--- config.mk ---
export PLATFORM = sky130hd
export DESIGN_NAME = ir_move_receiver_flat
export DESIGN_NICKNAME = d
export VERILOG_FILES = /design/src/rtl/ir_move_receiver_if.sv /design/src/rtl/ir_move_receiver.sv /design/src/flat_wrapper.sv
export SDC_FILE = /design/constraint.sdc
export NUM_CORES = 1
export LEC_CHECK = 0
export ABC_AREA = 1
export BUFFER_PORTS_ARGS = -buffer_cell sky130_fd_sc_hd__buf_2
export CORE_MARGIN = 10
export CORE_UTILIZATION = 60
export DETAILED_ROUTE_END_ITERATION = 16
export HOLD_SLACK_MARGIN = 0.03
export MAX_ROUTING_LAYER = met4
export PLACE_DENSITY = 0.86
export SYNTH_ARGS = -nofsm -noshare
export SYNTH_HDL_FRONTEND = slang
export SYNTH_SLANG_ARGS = --single-unit
--- constraint.sdc ---
create_clock -name clock -period 5.65 [get_ports clock]
set_clock_uncertainty 0.15 [all_clocks]
set_input_delay 0 -clock clock [delete_from_list [all_inputs] [get_ports clock]]
set_output_delay 0 -clock clock [all_outputs]
set_load 0.05 [all_outputs]
--- src/rtl/ir_move_receiver_if.sv ---
// Command bus from the IR move receiver to the rover motor sequencer.
// master = receiver side (drives), slave = consumer side.
interface ir_move_receiver_if;
    logic [11:0] move_command;
    logic        command_valid;
    logic        frame_error;
    logic        busy;

    modport master (
        output move_command,
        output command_valid,
        output frame_error,
        output busy
    );

    modport slave (
        input move_command,
        input command_valid,
        input frame_error,
        input busy
    );
endinterface

--- src/rtl/ir_move_receiver.sv ---
// Pulse-width IR move-command receiver with repeat-burst suppression.
// Optional IR_CONFIRM_EN: a command is only a candidate after two identical copies.
module ir_move_receiver #(
    parameter int unsigned CLK_PER_UNIT   = 16200,
    parameter int unsigned HOLDOFF_CYCLES = 8100000
) (
    input  logic               clock,
    input  logic               reset,
    input  logic               ir_in,
    ir_move_receiver_if.master bus
);
    localparam logic [19:0] LEN_0P5 = 20'(CLK_PER_UNIT / 2);
    localparam logic [19:0] LEN_1P5 = 20'((3 * CLK_PER_UNIT) / 2);
    localparam logic [19:0] LEN_2P5 = 20'((5 * CLK_PER_UNIT) / 2);
    localparam logic [19:0] LEN_3P5 = 20'((7 * CLK_PER_UNIT) / 2);
    localparam logic [19:0] LEN_5   = 20'(5 * CLK_PER_UNIT);
    localparam logic [19:0] LEN_SAT = 20'(6 * CLK_PER_UNIT);
    localparam logic [23:0] HOLD_LOAD = 24'(HOLDOFF_CYCLES);

    typedef enum logic [2:0] {
        IDLE,
        START_MARK,
        SPACE,
        DATA_MARK,
        CHECK
    } state_t;

    logic        ir_s1, ir_s2, ir_d;
    logic        rise, fall;
    logic [19:0] len;

    state_t      state, state_n;
    logic [3:0]  bit_cnt, bit_cnt_n;
    logic [11:0] shreg, shreg_n;
    logic [11:0] cmd_q, cmd_n;
    logic        valid_q, valid_n;
    logic        err_q, err_n;
    logic [23:0] holdoff, holdoff_n;
    logic        candidate;

`ifdef IR_CONFIRM_EN
    logic [11:0] pend, pend_n;
    logic        pend_vld, pend_vld_n;
    logic [23:0] pend_tmr, pend_tmr_n;
`endif

    logic is_start, is_one, is_zero, space_ok;

    // Synchronizer, edge detect and saturating segment-length counter.
    always_ff @(posedge clock) begin
        if (reset) begin
            ir_s1 <= 1'b0;
            ir_s2 <= 1'b0;
            ir_d  <= 1'b0;
            len   <= '0;
        end else begin
            ir_s1 <= ir_in;
            ir_s2 <= ir_s1;
            ir_d  <= ir_s2;
            if (rise || fall)
                len <= '0;
            else if (len != LEN_SAT)
                len <= len + 20'd1;
        end
    end

    assign rise = ir_s2 & ~ir_d;
    assign fall = ~ir_s2 & ir_d;

    assign is_start = (len >= LEN_3P5) && (len < LEN_5);
    assign is_one   = (len >= LEN_1P5) && (len < LEN_2P5);
    assign is_zero  = (len >= LEN_0P5) && (len < LEN_1P5);
    assign space_ok = (len >= LEN_0P5) && (len < LEN_1P5);

    always_ff @(posedge clock) begin
        if (reset) begin
            state    <= IDLE;
            bit_cnt  <= '0;
            shreg    <= '0;
            cmd_q    <= '0;
            valid_q  <= 1'b0;
            err_q    <= 1'b0;
            holdoff  <= '0;
`ifdef IR_CONFIRM_EN
            pend     <= '0;
            pend_vld <= 1'b0;
            pend_tmr <= '0;
`endif
        end else begin
            state    <= state_n;
            bit_cnt  <= bit_cnt_n;
            shreg    <= shreg_n;
            cmd_q    <= cmd_n;
            valid_q  <= valid_n;
            err_q    <= err_n;
            holdoff  <= holdoff_n;
`ifdef IR_CONFIRM_EN
            pend     <= pend_n;
            pend_vld <= pend_vld_n;
            pend_tmr <= pend_tmr_n;
`endif
        end
    end

    always_comb begin
        state_n   = state;
        bit_cnt_n = bit_cnt;
        shreg_n   = shreg;
        cmd_n     = cmd_q;
        valid_n   = 1'b0;
        err_n     = 1'b0;
        candidate = 1'b1;
        holdoff_n = (holdoff != '0) ? holdoff - 24'd1 : '0;
`ifdef IR_CONFIRM_EN
        pend_n     = pend;
        pend_vld_n = pend_vld;
        pend_tmr_n = (pend_tmr != '0) ? pend_tmr - 24'd1 : '0;
`endif

        case (state)
            IDLE: begin
                if (rise)
                    state_n = START_MARK;
            end
            START_MARK: begin
                if (fall) begin
                    if (is_start) begin
                        state_n   = SPACE;
                        bit_cnt_n = '0;
                        shreg_n   = '0;
                    end else begin
                        err_n = 1'b1;
                    end
                end
            end
            SPACE: begin
                if (rise) begin
                    if (space_ok)
                        state_n = DATA_MARK;
                    else
                        err_n = 1'b1;
                end else if (len >= LEN_1P5) begin
                    err_n = 1'b1;
                end
            end
            DATA_MARK: begin
                if (fall) begin
                    if (is_one || is_zero) begin
                        shreg_n[bit_cnt] = is_one;
                        bit_cnt_n        = bit_cnt + 4'd1;
                        state_n          = (bit_cnt == 4'd11) ? CHECK : SPACE;
                    end else begin
                        err_n = 1'b1;
                    end
                end else if (len == LEN_SAT) begin
                    err_n = 1'b1;
                end
            end
            CHECK: begin
                state_n   = IDLE;
                holdoff_n = holdoff;
`ifdef IR_CONFIRM_EN
                // Only the second matching copy inside the window is a candidate.
                candidate  = pend_vld && (pend == shreg) && (pend_tmr != '0);
                pend_n     = shreg;
                pend_vld_n = 1'b1;
                pend_tmr_n = HOLD_LOAD;
`endif
                if (candidate) begin
                    holdoff_n = HOLD_LOAD;
                    if (!((shreg == cmd_q) && (holdoff != '0))) begin
                        cmd_n   = shreg;
                        valid_n = 1'b1;
                    end
                end
            end
            default: state_n = IDLE;
        endcase

        if (err_n) begin
            state_n = IDLE;
`ifdef IR_CONFIRM_EN
            pend_vld_n = 1'b0;
`endif
        end
    end

    assign bus.move_command  = cmd_q;
    assign bus.command_valid = valid_q;
    assign bus.frame_error   = err_q;
    assign bus.busy          = (state != IDLE);

endmodule

--- src/flat_wrapper.sv ---
// flat-port wrapper written by rule: the top's interface ports become plain ports
module ir_move_receiver_flat 
#(
    parameter int unsigned CLK_PER_UNIT   = 16200,
    parameter int unsigned HOLDOFF_CYCLES = 8100000
)
  (clock, reset, ir_in, bus_move_command, bus_command_valid, bus_frame_error, bus_busy);
  ir_move_receiver_if bus_i ();
  input  logic clock;
  input  logic reset;
  input  logic ir_in;
  output wire logic [$bits(bus_i.move_command)-1:0] bus_move_command;
  output wire logic [$bits(bus_i.command_valid)-1:0] bus_command_valid;
  output wire logic [$bits(bus_i.frame_error)-1:0] bus_frame_error;
  output wire logic [$bits(bus_i.busy)-1:0] bus_busy;
  assign bus_move_command = bus_i.move_command;
  assign bus_command_valid = bus_i.command_valid;
  assign bus_frame_error = bus_i.frame_error;
  assign bus_busy = bus_i.busy;
  ir_move_receiver #(.CLK_PER_UNIT(CLK_PER_UNIT), .HOLDOFF_CYCLES(HOLDOFF_CYCLES)) u_core (.clock(clock), .reset(reset), .ir_in(ir_in), .bus(bus_i));
endmodule
==> impl_metrics.toml <==
[clock_tree]
cts_tree = "yes"
cts_resized = 0
clock_latency_ns = 0.35
cts_setup_buffers = 0
root_buffer = "clkbuf_8"
cts_max_path_buffers = 2
path_clk_slew_ns = 0.09
numCtsBuffers = 9
htreeDepth = 3
ctsHoldBuffers = 3
clock_sinks = 80

[synth]
synthesis.nets = 646
ys_seq_area_frac = 0.366
synth_largest_area_cell = "dfxtp_1"
ys_types = 38
synth_cells = 634
synth_edf_count = 0
synthesis.area_um2 = 4370
synth.area.top_cells = "dfxtp_1 (37%), nor2_1 (11%), nand2_1 (9.1%), inv_1 (5.6%), o21ai_0 (4.9%)"
synth-seq-cells = 80
syn_area_per_cell_um2 = 6.89
yosys_most_used_dff = "dfxtp_1"
yosys.area.top_type_share = 0.366
ys_warn_count = 0
ys_async_sr_fraction = 0

[placement]
numPortBuffers = 17
gp_congestion = 0.934
dp_slack_ns = 3.20
dp_hpwl_mm = 7.09

[sta]
setup_tns_ns = 0
rsz0062_at_grt = "no"
hold_viol = 0
final_max_slew_viol_count = 0
setup_ws_ns = 3.20
final-setup-viol-count = 0
relSlewSlack = 0.449
period_needed_ns = 2.45
finalHoldWorstSlack_ns = 0.259
fmax_mhz = 409
tightest_slew_ns = 0.823
min_period_over_period = 0.433

[floorplan]
die-width_um = 105
dieArea_um2 = 11100
fp-row-count = 31
die_height_um = 105
io_pins = 18
initial_core_util = 0.609
core_um2 = 7180

[worst_setup_path]
cp_cell_sequence = "inv_1, ha_1, nand2_1, nor2_1, nand2_1, nor3_2, nand3_1, nand2_1, inv_1, nand2_1, o21bai_1, a21oi_1"
critPathLaunchType = "flop"
crit_buf_inv = 2
timing.rr.end = "u_core.holdoff[23]$_SDFF_PP0_"
rrSetupSlack_ns = 3.20
slowest_stage = "dfxtp_1"
cp-end-kind = "flop"
critPathMaxFanout = 13
crit_family = "simple AND/OR/NAND/NOR gates"
path_class = "flop to flop"
reg2reg_depth = 12
required_ns = 5.75
r2r_start = "u_core.holdoff[0]$_SDFF_PP0_"
crit_arrival_ns = 2.54
cp_common_cell = "nand2_1"
cpPeakStageDelay_ns = 0.33

[pwr]
power_frac_seq = 0.439
power_density_nw_per_um2 = 280
total_leakage_power_nw = 2.15
vdd_drop_max_uv = 213
p_total_w = 0.00133
p_int_w = 0.000938
swShare = 0.297
pwr-share-comb = 0.170
p_sw_w = 0.000397
clkPwrFrac = 0.391

[drt]
ant_nets = 0
drt-initial-drc-count = 290
vias_per_cell = 5.53
vias = 4166
firstDrtPassIters = 6
wl_mm = 9.77
routedWlPerCell_um = 13.0
route.detailed.drc = 0

[hold_path]
holdPathEnd = "u_core.ir_s2$_SDFF_PP0_"
min_from = "u_core.ir_s1$_SDFF_PP0_"
holdCritPathClass = "flop to flop"
holdPathStages = 2

[global_routing]
grt_pass1_vias = 3990
track_usage = 0.183
grt_max_degree = 22
overflow = 0
grt_pass1_wl_mm = 17.1
grt_antenna_before_repair = 0

[run]
drv_cap = 0

[layout]
num_antenna_cells = 0
n_fill_cell = 617
area_growth_pct = 9.25
layout.nets = 662
drive_gt1_frac = 0.119

[run_status]
status = "completed"
[power by group through the flow]
| stage | sequential (W) | clock (W) | combinational [W] |
|---|---|---|---|
| 2_1_floorplan | 0.000596 | 0 | 0.000188 |
| 3_3_place_gp | 0.000598 | 0 | 0.000214 |
| 3_5_place_dp | 0.000599 | 0 | 0.000220 |
| 4_1_cts | 0.000585 | 0.000527 | 0.000224 |
| 5_1_grt | 0.000589 | 0.000550 | 0.000254 |
| 6_report | 0.000586 | 0.000522 | 0.000227 |
[cell type report]
class	count	area, um2	share of cell area
multi-input combinational	464	2400	0.504
tap	99	124	0.0259
clock inverter	7	124	0.0259
timing repair buffer	20	115	0.0241
sequential	80	1600	0.335
inverter	75	282	0.0590
clock buffer	9	124	0.0259
[worst register-to-register path, cell delays in order, from the launching register on]
cell and delay (ns):
dfxtp_1 0.33, inv_1 0.09, ha_1 0.17, nand2_1 0.07, nor2_1 0.13, nand2_1 0.08, nor3_2 0.26, nand3_1 0.16
nand2_1 0.27, inv_1 0.10, nand2_1 0.32, o21bai_1 0.17, a21oi_1 0.05
[per-layer routing]
layer  wire length (um)  GRT usage  part of all wire  vias up
met1               4120      0.199              0.42     1939
li1                   -          -                 -     2076
met4                164     0.0588             0.017        0
met3                541     0.0426             0.055       18
met2               4950      0.323              0.51      133
met5                  0          -                 0        -
[cells in the mapped netlist, types with 3 or more instances]
library cell and n:
xnor2_1 7, a21oi_2 10, nand2_2 10, o21ai_0 43, o21a_1 4, ha_1 9
nor3_2 6, nor2_2 4, dfxtp_1 80, buf_6 3, nor2_1 126, nor3_1 8
clkbuf_1 6, nand2_1 106, nand4_1 18, buf_1 3, inv_2 8, nor4_1 8
a21oi_1 30, nand3_1 31, inv_1 65, xor2_1 23, buf_2 3
[through the flow]
stage               instance area [um2]  cells  utilization
floorplan                          4370    634            -
global placement                   4500    735        0.627
detailed placement                 4500    735        0.627
CTS                                4770    754        0.665
global route                       4770    754        0.665
finish                             4770    754        0.665
[state kept, by name (all words and copies together) (netlist names)]
signal                    count
u_core.ir_s2                  1
u_core.bus.frame_error        1
u_core.len                   20
u_core.bus.command_valid      1
u_core.ir_d                   1
u_core.bit_cnt                4
u_core.bus.move_command      12
u_core.shreg                 12
u_core.state                  3
u_core.ir_s1                  1
u_core.holdoff               24
[worst max-delay path by stage]
stage,from,endpoint,slack (ns),cells past startpoint
6_report,u_core.holdoff[0]$_SDFF_PP0_,u_core.holdoff[23]$_SDFF_PP0_,3.20,12
5_1_grt,u_core.holdoff[0]$_SDFF_PP0_,u_core.holdoff[23]$_SDFF_PP0_,2.90,12
3_5_place_dp,u_core.holdoff[0]$_SDFF_PP0_,u_core.holdoff[23]$_SDFF_PP0_,3.20,12
4_1_cts,u_core.holdoff[0]$_SDFF_PP0_,u_core.holdoff[23]$_SDFF_PP0_,3.19,12
3_3_place_gp,u_core.holdoff[0]$_SDFF_PP0_,u_core.holdoff[23]$_SDFF_PP0_,3.33,12
2_1_floorplan,u_core.holdoff[0]$_SDFF_PP0_,u_core.bus.move_command[10]$_SDFFE_PP0P_,3.72,12
[cell usage in the layout, fill, tap and decap left out, drive strengths merged]
master	count
dfxtp	80
o21bai	2
or2	2
bufinv	3
nor4	8
a21oi	40
and2	1
clkbuf	9
a31oi	2
dlygate4sd3	3
nand2	117
nand4	20
o21a	4
and3	1
xnor2	7
or4	1
inv	76
buf	17
o21ai	46
nor3	14
xor2	23
ha	9
clkinv	3
a211oi	1
nand3	32
nor2	130
nor3b	2
o31ai	2
[cell families (layout without fill, tap and decap cells)]
group,after synthesis,after routing,synth area share
fa+ha+maj,9,9,0.0258
compound gates,97,97,0.128
buf+inv,90,111,0.0833
xor+xnor,30,30,0.0601
flops,80,80,0.366
simple gates,328,328,0.336
Note: power is estimated with default switching activity, not from simulation.
